`src/rtl/irq_ctrl_pkg.sv`:
```
// Shared peripheral constants for the machine-level interrupt controller.
// Holds register addresses, trap cause codes and FSM state encodings.
package irq_ctrl_pkg;

    localparam logic [31:0] IRQ_BASE     = 32'h0200_1000;

    localparam logic [31:0] OFF_MSIP     = 32'h0;
    localparam logic [31:0] OFF_EXT_EN   = 32'h4;
    localparam logic [31:0] OFF_EXT_PEND = 32'h8;
    localparam logic [31:0] OFF_CLAIM    = 32'hC;

    localparam logic [31:0] IRQ_MSIP     = IRQ_BASE + OFF_MSIP;
    localparam logic [31:0] IRQ_EXT_EN   = IRQ_BASE + OFF_EXT_EN;
    localparam logic [31:0] IRQ_EXT_PEND = IRQ_BASE + OFF_EXT_PEND;
    localparam logic [31:0] IRQ_CLAIM    = IRQ_BASE + OFF_CLAIM;

    localparam logic [3:0]  CAUSE_MSI    = 4'd3;
    localparam logic [3:0]  CAUSE_MTI    = 4'd7;
    localparam logic [3:0]  CAUSE_MEI    = 4'd11;

    localparam logic [1:0]  ST_IDLE      = 2'd0;
    localparam logic [1:0]  ST_REQ       = 2'd1;
    localparam logic [1:0]  ST_ACTIVE    = 2'd2;

endpackage

```
`src/rtl/irq_sync_edge.sv`:
```
// Multi-flop synchronizer for one asynchronous line plus a
// single-cycle rising-edge pulse on the synchronized level.
module irq_sync_edge #(
    parameter int SYNC_STAGES = 2
) (
    input  logic clk,
    input  logic resetb,
    input  logic i_async,
    output logic o_rise
);

    logic [SYNC_STAGES-1:0] r_sync;
    logic                   r_prev;

    always_ff @(posedge clk or negedge resetb) begin
        if (!resetb) begin
            r_sync <= '0;
            r_prev <= 1'b0;
        end else begin
            r_sync <= {r_sync[SYNC_STAGES-2:0], i_async};
            r_prev <= r_sync[SYNC_STAGES-1];
        end
    end

    assign o_rise = r_sync[SYNC_STAGES-1] & ~r_prev;

endmodule

```
`src/rtl/irq_ctrl.sv`:
```
// Machine interrupt controller: MSIP, timer and claimable external
// sources merged into one registered request with cause code.
module irq_ctrl
    import irq_ctrl_pkg::*;
#(
    parameter int NUM_EXT     = 4,
    parameter int SYNC_STAGES = 2
) (
    input  logic               clk,
    input  logic               resetb,
    input  logic               wready,
    output logic               wvalid,
    input  logic [31:0]        waddr,
    input  logic [31:0]        wdata,
    input  logic [3:0]         wstrb,
    input  logic               rready,
    output logic               rvalid,
    input  logic [31:0]        raddr,
    output logic               rresp,
    output logic [31:0]        rdata,
    input  logic               timer_irq,
    input  logic [NUM_EXT-1:0] ext_irq,
    input  logic               mstatus_mie,
    input  logic               mie_msie,
    input  logic               mie_mtie,
    input  logic               mie_meie,
    input  logic               irq_ack,
    input  logic               irq_mret,
    output logic               irq_req,
    output logic [3:0]         irq_cause
);

    logic               r_msip;
    logic [NUM_EXT-1:0] r_en;
    logic [NUM_EXT-1:0] r_pend;
    logic [NUM_EXT-1:0] r_insvc;
    logic [1:0]         r_state;
    logic               r_req;
    logic [3:0]         r_cause;
    logic               r_rresp;
    logic [31:0]        r_rdata;

    logic [NUM_EXT-1:0] w_edge;
    logic [NUM_EXT-1:0] w_elig;
    logic [NUM_EXT-1:0] w_claim_oh;
    logic [NUM_EXT-1:0] w_cmpl_oh;
    logic [NUM_EXT-1:0] w_w1c;
    logic [4:0]         w_claim_id;
    logic               w_wr_msip;
    logic               w_wr_en;
    logic               w_wr_pend;
    logic               w_wr_claim;
    logic               w_rd_claim;
    logic               w_rd_hit;
    logic [31:0]        w_rd_val;
    logic               w_sw;
    logic               w_tm;
    logic               w_ex;
    logic               w_any;
    logic [3:0]         w_win;
    logic               w_unused;

    assign wvalid    = 1'b1;
    assign rvalid    = 1'b1;
    assign w_unused  = ^wstrb;

    assign w_wr_msip  = wready && (waddr == IRQ_MSIP);
    assign w_wr_en    = wready && (waddr == IRQ_EXT_EN);
    assign w_wr_pend  = wready && (waddr == IRQ_EXT_PEND);
    assign w_wr_claim = wready && (waddr == IRQ_CLAIM);
    assign w_rd_claim = rready && (raddr == IRQ_CLAIM);

    for (genvar g = 0; g < NUM_EXT; g++) begin : g_ext
        irq_sync_edge #(
            .SYNC_STAGES (SYNC_STAGES)
        ) u_sync (
            .clk     (clk),
            .resetb  (resetb),
            .i_async (ext_irq[g]),
            .o_rise  (w_edge[g])
        );
    end

    // Lowest eligible line wins the claim; scan downward so it lands last.
    always_comb begin
        w_elig     = r_pend & r_en & ~r_insvc;
        w_claim_id = '0;
        w_claim_oh = '0;
        for (int i = NUM_EXT - 1; i >= 0; i--) begin
            if (w_elig[i]) begin
                w_claim_id    = 5'(i + 1);
                w_claim_oh    = '0;
                w_claim_oh[i] = 1'b1;
            end
        end
        if (!w_rd_claim) begin
            w_claim_oh = '0;
        end
    end

    always_comb begin
        w_cmpl_oh = '0;
        for (int i = 0; i < NUM_EXT; i++) begin
            w_cmpl_oh[i] = w_wr_claim && (wdata == 32'(i + 1));
        end
        w_w1c = w_wr_pend ? wdata[NUM_EXT-1:0] : '0;
    end

    always_comb begin
        w_rd_hit = 1'b1;
        w_rd_val = '0;
        case (raddr)
            IRQ_MSIP:     w_rd_val = {31'b0, r_msip};
            IRQ_EXT_EN:   w_rd_val = 32'(r_en);
            IRQ_EXT_PEND: w_rd_val = 32'(r_pend);
            IRQ_CLAIM:    w_rd_val = 32'(w_claim_id);
            default:      w_rd_hit = 1'b0;
        endcase
    end

    assign w_sw  = r_msip & mie_msie;
    assign w_tm  = timer_irq & mie_mtie;
    assign w_ex  = (|w_elig) & mie_meie;
    assign w_any = mstatus_mie & (w_sw | w_tm | w_ex);
    assign w_win = w_ex ? CAUSE_MEI : (w_sw ? CAUSE_MSI : CAUSE_MTI);

    // A fresh edge overrides a same-cycle W1C or claim on that bit.
    always_ff @(posedge clk or negedge resetb) begin
        if (!resetb) begin
            r_msip  <= 1'b0;
            r_en    <= '0;
            r_pend  <= '0;
            r_insvc <= '0;
            r_rresp <= 1'b0;
            r_rdata <= '0;
        end else begin
            if (w_wr_msip) r_msip <= wdata[0];
            if (w_wr_en)   r_en   <= wdata[NUM_EXT-1:0];
            r_pend  <= (r_pend & ~w_w1c & ~w_claim_oh) | w_edge;
            r_insvc <= (r_insvc & ~w_cmpl_oh) | w_claim_oh;
            r_rresp <= rready;
            if (rready && w_rd_hit) r_rdata <= w_rd_val;
        end
    end

    always_ff @(posedge clk or negedge resetb) begin
        if (!resetb) begin
            r_state <= ST_IDLE;
            r_req   <= 1'b0;
            r_cause <= '0;
        end else begin
            case (r_state)
                ST_IDLE: begin
                    if (w_any) begin
                        r_state <= ST_REQ;
                        r_req   <= 1'b1;
                        r_cause <= w_win;
                    end
                end
                ST_REQ: begin
                    if (irq_ack) begin
                        r_state <= ST_ACTIVE;
                        r_req   <= 1'b0;
                    end else if (!w_any) begin
                        r_state <= ST_IDLE;
                        r_req   <= 1'b0;
                    end
                end
                ST_ACTIVE: begin
                    if (irq_mret) r_state <= ST_IDLE;
                end
                default: begin
                    r_state <= ST_IDLE;
                    r_req   <= 1'b0;
                end
            endcase
        end
    end

    assign rresp     = r_rresp;
    assign rdata     = r_rdata;
    assign irq_req   = r_req;
    assign irq_cause = r_cause;

endmodule

```
`config.mk`:
```
export PLATFORM = sky130hd
export DESIGN_NAME = irq_ctrl
export DESIGN_NICKNAME = d
export VERILOG_FILES = /design/src/rtl/irq_ctrl_pkg.sv /design/src/rtl/irq_sync_edge.sv /design/src/rtl/irq_ctrl.sv
export SDC_FILE = /design/constraint.sdc
export NUM_CORES = 1
export LEC_CHECK = 0
export ABC_AREA = 0
export CAP_MARGIN = 5
export CORE_UTILIZATION = 37
export CTS_BUF_LIST = sky130_fd_sc_hd__clkbuf_8
export CTS_CLUSTER_SIZE = 14
export DETAILED_ROUTE_END_ITERATION = 6
export HOLD_SLACK_MARGIN = 0.08
export PLACE_DENSITY = 0.88
export SETUP_SLACK_MARGIN = 0.05
export SLEW_MARGIN = 10
export SYNTH_ARGS = -nofsm -noshare
export SYNTH_HDL_FRONTEND = slang
export SYNTH_SLANG_ARGS = --single-unit
```
`constraint.sdc`:
```
create_clock -name clk -period 4.6 [get_ports clk]
set_input_delay 0.92 -clock clk [delete_from_list [all_inputs] [get_ports clk]]
set_output_delay 0.92 -clock clk [all_outputs]
set_load 0.05 [all_outputs]
```
==> results.py, run 1 <==
metrics = {
    "placed_design": {
        "post-place-cells": 389,
        "hpwlAfterDp_um": 4366,
        "io_buffers": 120,
        "gp_congestion": 0.8845,
        "dp_slack_ps": 1439,
    },
    "timing": {
        "drv_slew": 0,
        "clock.fmax_mhz": 348.6,
        "hold_viol_final": 0,
        "finClkSkew_ps": 4.751,
        "setup_viol": 0,
        "grt_setup_unrepaired": "false",
        "setup_tns_ps": 0,
        "period_share_pct": 62.36,
        "slew_headroom_pct": 63.89,
        "final.min_clock_period_ps": 2869,
        "worst_pin_slew_ps": 536.7,
        "layout_setup_ws_ps": 1731,
    },
    "grt": {
        "grt_max_degree": 37,
        "grt-ovfl-total": 0,
        "track_usage_pct": 19.99,
        "first_global_vias": 1895,
        "grt_pass1_wl_um": 8321,
        "antenna_found_initial": 0,
    },
    "synth": {
        "async_reset_ff_share_pct": 100.0,
        "yosys.area_share.simple_pct": 26.70,
        "netlist_top_cells_count": "dfrtp_1 (36), buf_4 (31), nand2_1 (14)",
        "synth_compound_gate_area_share_pct": 10.86,
        "syn_inst": 201,
        "yosysWarningCount": 0,
        "yosys.area.top_type": "dfrtp_1",
        "synth.top_cell.area_share_pct": 45.45,
        "synth.most_common_cell": "dfrtp_1",
        "synth_top_family_by_area": "simple AND/OR/NAND/NOR gates",
        "synth-seq-area-share_pct": 45.45,
        "synth_seq_cells": 36,
        "postSynthAreaPerCell_um2": 9.860,
        "synth_cell_types": 39,
        "synth-xor-area-share_pct": 0,
        "synth_edf_count": 0,
        "syn_area_um2": 1982,
        "yosys.area_share.adder_pct": 0,
        "synth_mux_area_share_pct": 3.346,
        "synth_area_leaders": "dfrtp_1 (45%), buf_4 (12%), nor4_1 (4.1%)",
        "synth_ff_type": "dfrtp_1",
    },
    "route": {
        "vias": 1941,
        "drt_iter0_markers": 67,
        "vias_per_cell": 4.902,
        "route.detailed.drc": 0,
        "wirelength_um": 5158,
        "drt_first_pass_iters": 4,
        "wl_per_cell_um": 13.03,
        "ant_nets": 0,
    },
    "cts": {
        "holdBufCountCts": 0,
        "cts_sinks": 36,
        "cts_tree": "built",
        "cts_max_level": 2,
        "cts_resized": 0,
        "cts_root_buf": "clkbuf_8",
        "numCtsBuffers": 5,
        "clk_pin_slew_ps": 70,
        "worst_skew_pair.late_latency_ps": 290,
        "cts_setup_buffers": 0,
        "clk_path_buf_depth": 2,
    },
    "setup_path": {
        "r2r_slack_ps": 2820,
        "critPathKind": "in -> reg",
        "end_kind": "flop",
        "startpoint_type": "input pin",
        "ff2ff_path_depth": 5,
        "slowest_delay_ps": 650,
        "cp.arrival_ps": 3060,
        "rr_startpoint": "r_pend[0]",
        "cp.required_ps": 4790,
        "cpMaxStageDelayCell": "or4b_2",
        "crit_fanout": 4,
        "reg2reg_to": "r_pend[3]",
        "path_cells": "clkdlybuf4s50_1 > nor4_1 > nand4_1 > or2_2 > or4b_2 > a21o_1",
    },
    "floorplanning": {
        "dieArea_um2": 5654,
        "die_w_um": 75.19,
        "start_util_pct": 38.56,
        "dieHeight_um": 75.19,
        "ios": 155,
        "coreArea_um2": 5140,
        "num_rows": 26,
    },
    "layout": {
        "syn_to_final_growth_pct": 63.07,
        "drive_gt1_share_pct": 6.135,
        "final_cell_count_no_fill": 396,
        "diodes": 0,
        "nets": 441,
    },
    "pwr": {
        "p_per_area_nw_per_um2": 225.7,
        "power_mw": 0.7293,
        "p_leak_nw": 1.329,
        "vdd_ir_drop_max_mv": 0.1606,
    },
    "flow_run": {
        "maxCapViolations": 0,
    },
    "outcome": {
        "status": "complete, no violations",
    },
    "hold_path": {
        "hp-class": "reg -> reg",
        "min-delay-start": "g_ext[1].u_sync.r_sync[0]",
        "hold_path_end": "g_ext[1].u_sync.r_sync[1]",
        "hold_depth": 0,
    },
}
==> cells in the final DEF (no fill, tap or decap), types with 2 or more instances in the layout <==
| master | count |
|---|---|
| a21o_1 | 2 |
| a21oi_1 | 3 |
| a22oi_1 | 4 |
| a31oi_1 | 2 |
| a32o_1 | 3 |
| and2_1 | 2 |
| and3_1 | 2 |
| and4_1 | 2 |
| buf_4 | 2 |
| clkbuf_8 | 5 |
| clkdlybuf4s50_1 | 120 |
| conb_1 | 30 |
| dfrtp_1 | 36 |
| inv_1 | 8 |
| mux2_2 | 5 |
| nand2_1 | 14 |
| nand3_1 | 5 |
| nand3b_1 | 4 |
| nand4_1 | 7 |
| nand4b_1 | 2 |
| nor2_1 | 11 |
| nor2b_1 | 5 |
| nor3_1 | 2 |
| nor4_1 | 13 |
| nor4b_1 | 7 |
| o211ai_1 | 2 |
| o21a_1 | 2 |
| o21ai_0 | 7 |
| o22ai_1 | 2 |
| o41ai_1 | 3 |
| or2_2 | 3 |
| or4_4 | 2 |
==> report_power, final <==
group          internal [mW]  switching [mW]  leakage [nW]  total (mW)
Sequential             0.325         0.00410         0.438       0.329
Clock                  0.101           0.108        0.0452       0.209
Combinational         0.0953          0.0961         0.845       0.191
==> worst max-delay path: cells and delay by family <==
| family | cells | cell delay, ps |
|---|---|---|
| and+or+nand+nor | 4 | 1530 |
| buffers and inverters | 1 | 400 |
| AOI/OAI and AO/OA | 1 | 190 |
==> cell families (layout without fill, tap and decap cells) <==
logic type | count (synthesis) | count (layout)
muxes | 6 | 6
other | 2 | 30
and+or+nand+nor | 87 | 87
buffers and inverters | 39 | 136
AOI/OAI and AO/OA | 31 | 31
DFF | 36 | 36
==> registers in the layout, indices dropped and copies added (netlist names), 2 cells and up <==
signal and cells:
g_ext.u_sync.r_prev 4, g_ext.u_sync.r_sync 8, irq_cause 3, r_en 4, r_insvc 4, r_pend 4
r_state 2, rdata 4
==> per-stage QoR <==
step	cell area, um2	utilization [%]	hold WS [ps]
2_1_floorplan	2087	-	331.2
3_3_place_gp	3154	61.37	334.9
3_5_place_dp	3154	61.37	336.3
4_1_cts	3232	62.88	351.2
5_1_grt	3232	62.88	361.9
6_report	3232	62.88	350.1
==> layout make-up <==
cell class | instances | area, um2
Fill cell | 440 | 1908
Timing Repair Buffer | 122 | 1216
Multi-Input combinational cell | 154 | 923.4
Sequential cell | 36 | 900.9
Tap cell | 70 | 87.58
Clock buffer | 5 | 68.82
Inverter | 7 | 26.28
Clock inverter | 2 | 8.758
==> how the worst max path moves through the flow <==
stage,start,to,slack (ps)
CTS,waddr[8],r_insvc[3],1740
global placement,waddr[5],r_insvc[3],1470
detailed placement,waddr[8],r_insvc[3],1440
floorplan,waddr[13],r_insvc[3],2030
global route,waddr[4],r_insvc[3],1530
finish,waddr[8],r_insvc[3],1730
==> per-layer routing <==
metal | part of all wire [%] | GRT usage, %
met1 | 39 | 23.83
met2 | 53 | 35.64
met3 | 6.7 | 4.552
met4 | 1.4 | 6.790
met5 | 0 | 0
(Power assumes the default switching activity.)
==> run 2, diff against run 1 <==
--- a/config.mk
+++ b/config.mk
@@ -7,12 +7,12 @@
 export LEC_CHECK = 0
 export ABC_AREA = 0
 export CAP_MARGIN = 5
-export CORE_UTILIZATION = 37
+export CORE_UTILIZATION = 31
 export CTS_BUF_LIST = sky130_fd_sc_hd__clkbuf_8
 export CTS_CLUSTER_SIZE = 14
 export DETAILED_ROUTE_END_ITERATION = 6
 export HOLD_SLACK_MARGIN = 0.08
-export PLACE_DENSITY = 0.88
+export PLACE_DENSITY = 0.79
 export SETUP_SLACK_MARGIN = 0.05
 export SLEW_MARGIN = 10
 export SYNTH_ARGS = -nofsm -noshare
==> constraint.sdc (replaced) <==
create_clock -name clk -period 2.4 [get_ports clk]
set_input_delay 0.48 -clock clk [delete_from_list [all_inputs] [get_ports clk]]
set_output_delay 0.48 -clock clk [all_outputs]
set_load 0.05 [all_outputs]
==> run 2 against run 1 <==
  * Final area increased by 4.9%
  * Final cell count increased by 5.3%
  * Via count increased by 2.5%
  * Wire length increased by 5.1%
  * Clock-buffer cell count increased by 1
  * Global-route usage decreased by 3.0 points
  * Total power increased by 98%
  * Critical path depth unchanged
  * Clock skew increased by 2.2 ps
  * Non-clock buffer count increased by 15
  * Sequential power increased by 92%
==> results.py, run 2 (same netlist as run 1, synthesis figures left out) <==
metrics = {
    "floorplanning": {
        "die_w_um": 81.96,
        "start_util_pct": 32.89,
        "dieHeight_um": 81.96,
        "num_rows": 28,
        "ios": 155,
        "coreArea_um2": 6026,
        "dieArea_um2": 6717,
    },
    "pwr": {
        "p_per_area_nw_per_um2": 425.2,
        "power_mw": 1.441,
        "p_leak_nw": 1.414,
        "intPower_mw": 1.038,
        "power.switching_mw": 0.4034,
        "pwr-share-seq_pct": 43.8,
        "vdd_ir_drop_max_mv": 0.3017,
        "switching_share_pct": 27.99,
        "power_frac_clock_pct": 30.0,
        "combPwrFrac_pct": 26.3,
    },
    "setup_path": {
        "end_kind": "flop",
        "cp_num_buf_inv": 1,
        "reg2reg_to": "r_insvc[1]",
        "crit_fanout": 2,
        "startpoint_type": "input pin",
        "cp.required_ps": 2590,
        "slowest_delay_ps": 640,
        "path_cells": "clkdlybuf4s50_1 > nor4_1 > nand4_1 > or2_2 > or4b_2 > a21o_1",
        "cpLargestDelayFamily": "simple AND/OR/NAND/NOR gates",
        "cp-startpoint": "waddr[8]",
        "r2r_slack_ps": 700,
        "cp-endpoint": "r_insvc[3]",
        "critical_path_cell_count": 6,
        "rr_startpoint": "r_pend[0]",
        "cpMaxStageDelayCell": "or4b_2",
        "ff2ff_path_depth": 4,
        "cp.arrival_ps": 2470,
        "critPathKind": "in -> reg",
    },
    "timing": {
        "period_share_pct": 95.13,
        "drv_slew": 0,
        "slew_headroom_pct": 47.64,
        "worst_pin_slew_ps": 785.4,
        "whs_ps": 268.5,
        "setup_viol": 0,
        "finClkSkew_ps": 6.902,
        "hold_viol_final": 0,
        "layout_setup_ws_ps": 116.8,
        "final.min_clock_period_ps": 2283,
        "clock.fmax_mhz": 438.0,
        "grt_setup_unrepaired": "false",
    },
    "flow_run": {
        "maxCapViolations": 0,
    },
    "grt": {
        "antenna_found_initial": 0,
        "first_global_vias": 1970,
        "grt-ovfl-total": 0,
        "track_usage_pct": 17.03,
        "grt_pass1_wl_um": 8500,
        "grt_max_degree": 37,
    },
    "layout": {
        "diodes": 0,
        "syn_to_final_growth_pct": 71.02,
        "layout_common_cells": "clkdlybuf4s50_1 (119), dfrtp_1 (36), conb_1 (30), buf_4 (17), nand2_1 (13)",
        "post-route-util_pct": 56.25,
        "largest_reg_flops": 8,
        "layout_commonest_cell": "clkdlybuf4s50_1",
        "fill_cells": 555,
        "drive_gt1_share_pct": 12.28,
        "nets": 456,
        "regMostFlops": "g_ext.u_sync.r_sync",
    },
    "cts": {
        "cts_max_level": 2,
        "cts_setup_buffers": 0,
        "clk_pin_slew_ps": 70,
        "numCtsBuffers": 5,
        "cts_tree": "built",
        "cts_root_buf": "clkbuf_8",
        "worst_skew_pair.late_latency_ps": 290,
        "cts_sinks": 36,
        "holdBufCountCts": 0,
        "clk_path_buf_depth": 2,
    },
    "route": {
        "vias": 1989,
        "route.detailed.drc": 0,
        "ant_nets": 0,
        "wl_per_cell_um": 13.00,
        "drt_first_pass_iters": 4,
        "vias_per_cell": 4.770,
        "wirelength_um": 5420,
        "drt_iter0_markers": 127,
    },
    "placed_design": {
        "gp_congestion": 0.8619,
        "hpwlAfterDp_um": 4568,
        "dp_slack_ps": -250.7,
        "io_buffers": 120,
    },
    "hold_path": {
        "hp-class": "in -> async",
    },
    "outcome": {
        "status": "complete, no violations",
    },
}
==> run 2: changes by cell type in the layout (fill, tap and decap cells not counted), sizes merged <==
cell | before | now
inv | 8 | 9
clkinv | 1 | 0
clkdlybuf4s50 | 120 | 119
clkbuf | 5 | 6
buf | 2 | 18
==> run 2: final cells by class <==
| class | count | area (um2) | share of cell area, % |
|---|---|---|---|
| timing repair buffer | 137 | 1324 | 39.06 |
| multi-input combinational | 154 | 954.7 | 28.17 |
| sequential | 36 | 900.9 | 26.58 |
| tap | 75 | 93.84 | 2.769 |
| clock buffer | 6 | 82.58 | 2.436 |
| inverter | 7 | 26.28 | 0.7752 |
| clock inverter | 2 | 7.507 | 0.2215 |
==> run 2: layer usage <==
metal | vias to the layer above | GRT usage (%) | share of wire [%]
met1 | 923 | 18.88 | 37
met2 | 91 | 31.98 | 55
met4 | 0 | 4.561 | 1.3
met5 | - | 0 | 0
li1 | 965 | - | -
met3 | 10 | 4.111 | 6.5
==> run 2: timing repair <==
item / 4_1_cts / 5_1_grt
gates resized for setup: 0 / 6
hold endpoints to repair: 0 / 0
setup endpoints to repair: 0 / 2
==> run 2: per-stage QoR <==
step,cell area [um2],std cells,setup TNS [ps]
final,3390,417,0
after detailed placement,3268,409,-770.3
after global routing,3390,417,0
after CTS,3358,417,0
after floorplan,2087,229,0
after global placement,3268,409,-533.7
==> run 2: power groups by stage <==
stage               clock network (mW)  logic [mW]  registers [mW]
CTS                              0.446       0.377           0.631
global placement                     0       0.369           0.642
finish                           0.432       0.378           0.631
global route                     0.479       0.405           0.632
floorplan                            0       0.174           0.658
detailed placement                   0       0.376           0.643
==> run 2: worst min path at each step <==
stage	endpoint	slack [ps]	cells past startpoint
floorplan	g_ext[0].u_sync.r_prev	180	0
global placement	g_ext[3].u_sync.r_sync[1]	340	0
detailed placement	g_ext[1].u_sync.r_sync[1]	340	0
CTS	r_pend[3]	290	1
global route	g_ext[1].u_sync.r_sync[0]	330	1
finish	g_ext[1].u_sync.r_sync[0]	270	1
==> run 2: worst reg2reg max path: stages, from the launching register on <==
cell	delay (ps)
dfrtp_1	410
and3b_1	230
or4_4	490
or4_4	430
nand2_2	80
==> run 3, diff against run 2 <==
--- a/config.mk
+++ b/config.mk
@@ -7,6 +7,7 @@
 export LEC_CHECK = 0
 export ABC_AREA = 0
 export CAP_MARGIN = 5
+export CORE_ASPECT_RATIO = 1.1
 export CORE_UTILIZATION = 31
 export CTS_BUF_LIST = sky130_fd_sc_hd__clkbuf_8
 export CTS_CLUSTER_SIZE = 14
==> run 3 against run 2 <==
  * Hold slack gained 82 ps
  * Final cell count grew 2.2%
  * Global-route usage shrank 0.66 points
  * Critical path type unchanged
  * Highest routed layer unchanged
==> results.py, run 3 (same netlist as run 1, synthesis figures left out) <==
metrics = {
    "cts": {
        "cts_tree": "built",
        "clk_path_buf_depth": 2,
        "clk_pin_slew_ps": 70,
        "cts_root_buf": "clkbuf_8",
        "numCtsBuffers": 5,
        "cts_max_level": 2,
        "holdBufCountCts": 0,
        "worst_skew_pair.late_latency_ps": 280,
        "cts_sinks": 36,
    },
    "flow_run": {
        "maxCapViolations": 0,
    },
    "timing": {
        "clock.fmax_mhz": 435.5,
        "whs_ps": 350.2,
        "drv_slew": 0,
        "finClkSkew_ps": 4.979,
        "final.min_clock_period_ps": 2296,
        "grt_setup_unrepaired": "false",
        "layout_setup_ws_ps": 103.9,
        "hold_viol_final": 0,
        "slew_headroom_pct": 65.99,
        "setup_viol": 0,
        "period_share_pct": 95.67,
        "setup_tns_ps": 0,
        "worst_pin_slew_ps": 508.6,
    },
    "setup_path": {
        "cp_num_buf_inv": 1,
        "slowest_delay_ps": 540,
        "r2r_slack_ps": 650,
        "path_cells": "clkdlybuf4s50_1 > or4_4 > or4_4 > or4_1 > nand2_1",
        "reg2reg_to": "r_insvc[1]",
        "cpLargestDelayFamily": "simple AND/OR/NAND/NOR gates",
        "end_kind": "flop",
        "ff2ff_path_depth": 4,
        "cpMaxStageDelayCell": "or4_4",
        "startpoint_type": "input pin",
        "cp.required_ps": 2620,
        "rr_startpoint": "r_pend[0]",
        "critical_path_cell_count": 5,
        "cp.arrival_ps": 2520,
        "crit_fanout": 2,
        "path_common_cell": "or4_4",
        "critPathKind": "in -> reg",
    },
    "route": {
        "wl_per_cell_um": 12.88,
        "route.detailed.drc": 0,
        "vias": 2021,
        "vias_per_cell": 4.744,
        "drt_first_pass_iters": 4,
        "ant_nets": 0,
        "wirelength_um": 5486,
        "drt_iter0_markers": 75,
    },
    "placed_design": {
        "io_buffers": 120,
        "post-place-cells": 417,
        "dp_slack_ps": -237.7,
        "gp_congestion": 0.8833,
        "placed_cell_area_um2": 3302,
        "hpwlAfterDp_um": 4527,
    },
    "grt": {
        "first_global_vias": 1956,
        "grt_max_degree": 37,
        "antenna_found_initial": 0,
        "grt-ovfl-total": 0,
        "grt_pass1_wl_um": 8700,
        "track_usage_pct": 16.37,
    },
    "layout": {
        "final_cell_count_no_fill": 426,
        "regMostFlops": "g_ext.u_sync.r_sync",
        "drive_gt1_share_pct": 11.85,
        "syn_to_final_growth_pct": 72.16,
        "layout_commonest_cell": "clkdlybuf4s50_1",
        "fill_cells": 558,
        "diodes": 0,
        "nets": 460,
        "largest_reg_flops": 8,
        "post-route-util_pct": 55.43,
        "layout_common_cells": "clkdlybuf4s50_1 (120), dfrtp_1 (36), conb_1 (30), buf_4 (21), nand2_1 (14)",
        "post-route-cell-area_um2": 3412,
    },
    "floorplanning": {
        "start_util_pct": 32.20,
        "die_w_um": 78.24,
        "dieArea_um2": 6717,
        "coreArea_um2": 6156,
        "ios": 155,
        "num_rows": 30,
        "dieHeight_um": 85.86,
    },
    "hold_path": {
        "hold_path_end": "g_ext[1].u_sync.r_sync[1]",
        "hold_depth": 0,
        "min-delay-start": "g_ext[1].u_sync.r_sync[0]",
        "hp-class": "reg -> reg",
    },
    "pwr": {
        "p_per_area_nw_per_um2": 424.1,
        "power_mw": 1.447,
        "vdd_ir_drop_max_mv": 0.2919,
        "p_leak_nw": 1.423,
    },
    "outcome": {
        "status": "complete, no violations",
    },
}
-- run 3: worst max-delay path by stage --
stage | to | slack, ps | startpoint
after global placement | r_insvc[3] | -210 | waddr[1]
after global routing | r_pend[3] | 50 | raddr[0]
after detailed placement | r_insvc[3] | -240 | waddr[13]
after floorplan | r_insvc[3] | 270 | waddr[13]
final | r_insvc[1] | 100 | raddr[1]
after CTS | r_insvc[3] | 50 | waddr[13]
-- run 3: worst reg2reg max path, delay by kind of cell, from the launching register on --
| family | cells | cell delay (ps) |
|---|---|---|
| DFF | 1 | 420 |
| and+or+nand+nor | 4 | 1280 |
-- run 3: cell type report --
class,count,area (um2),share of cell area [%]
repair buffers,141,1359,39.82
multi-input cells,154,932.1,27.32
flip-flops and latches,36,900.9,26.40
well taps,80,100.1,2.934
clock buffers,6,82.58,2.420
inverters,7,26.28,0.7701
clock inverters,2,11.26,0.3300
-- run 3: timing repair --
action                     CTS  global route
resized for setup            0             2
setup endpoints to repair    0             3
setup buffers                0             1
hold endpoints to repair     0             0
-- run 3: routing by layer --
layer	track usage (%)	vias up	part of all wire (%)	routed length (um)
li1	-	973	-	-
met1	20.09	939	40	2171
met2	27.83	102	49	2710
met3	5.532	7	10	567
met4	3.535	0	0.66	36
met5	0	-	0	0
-- run 3: report_power, final --
part / total [mW] / switching (mW) / internal (mW)
Clock: 0.438 / 0.209 / 0.229
Combinational: 0.378 / 0.188 / 0.191
Sequential: 0.631 / 0.00821 / 0.623
Total: 1.45 / 0.405 / 1.04
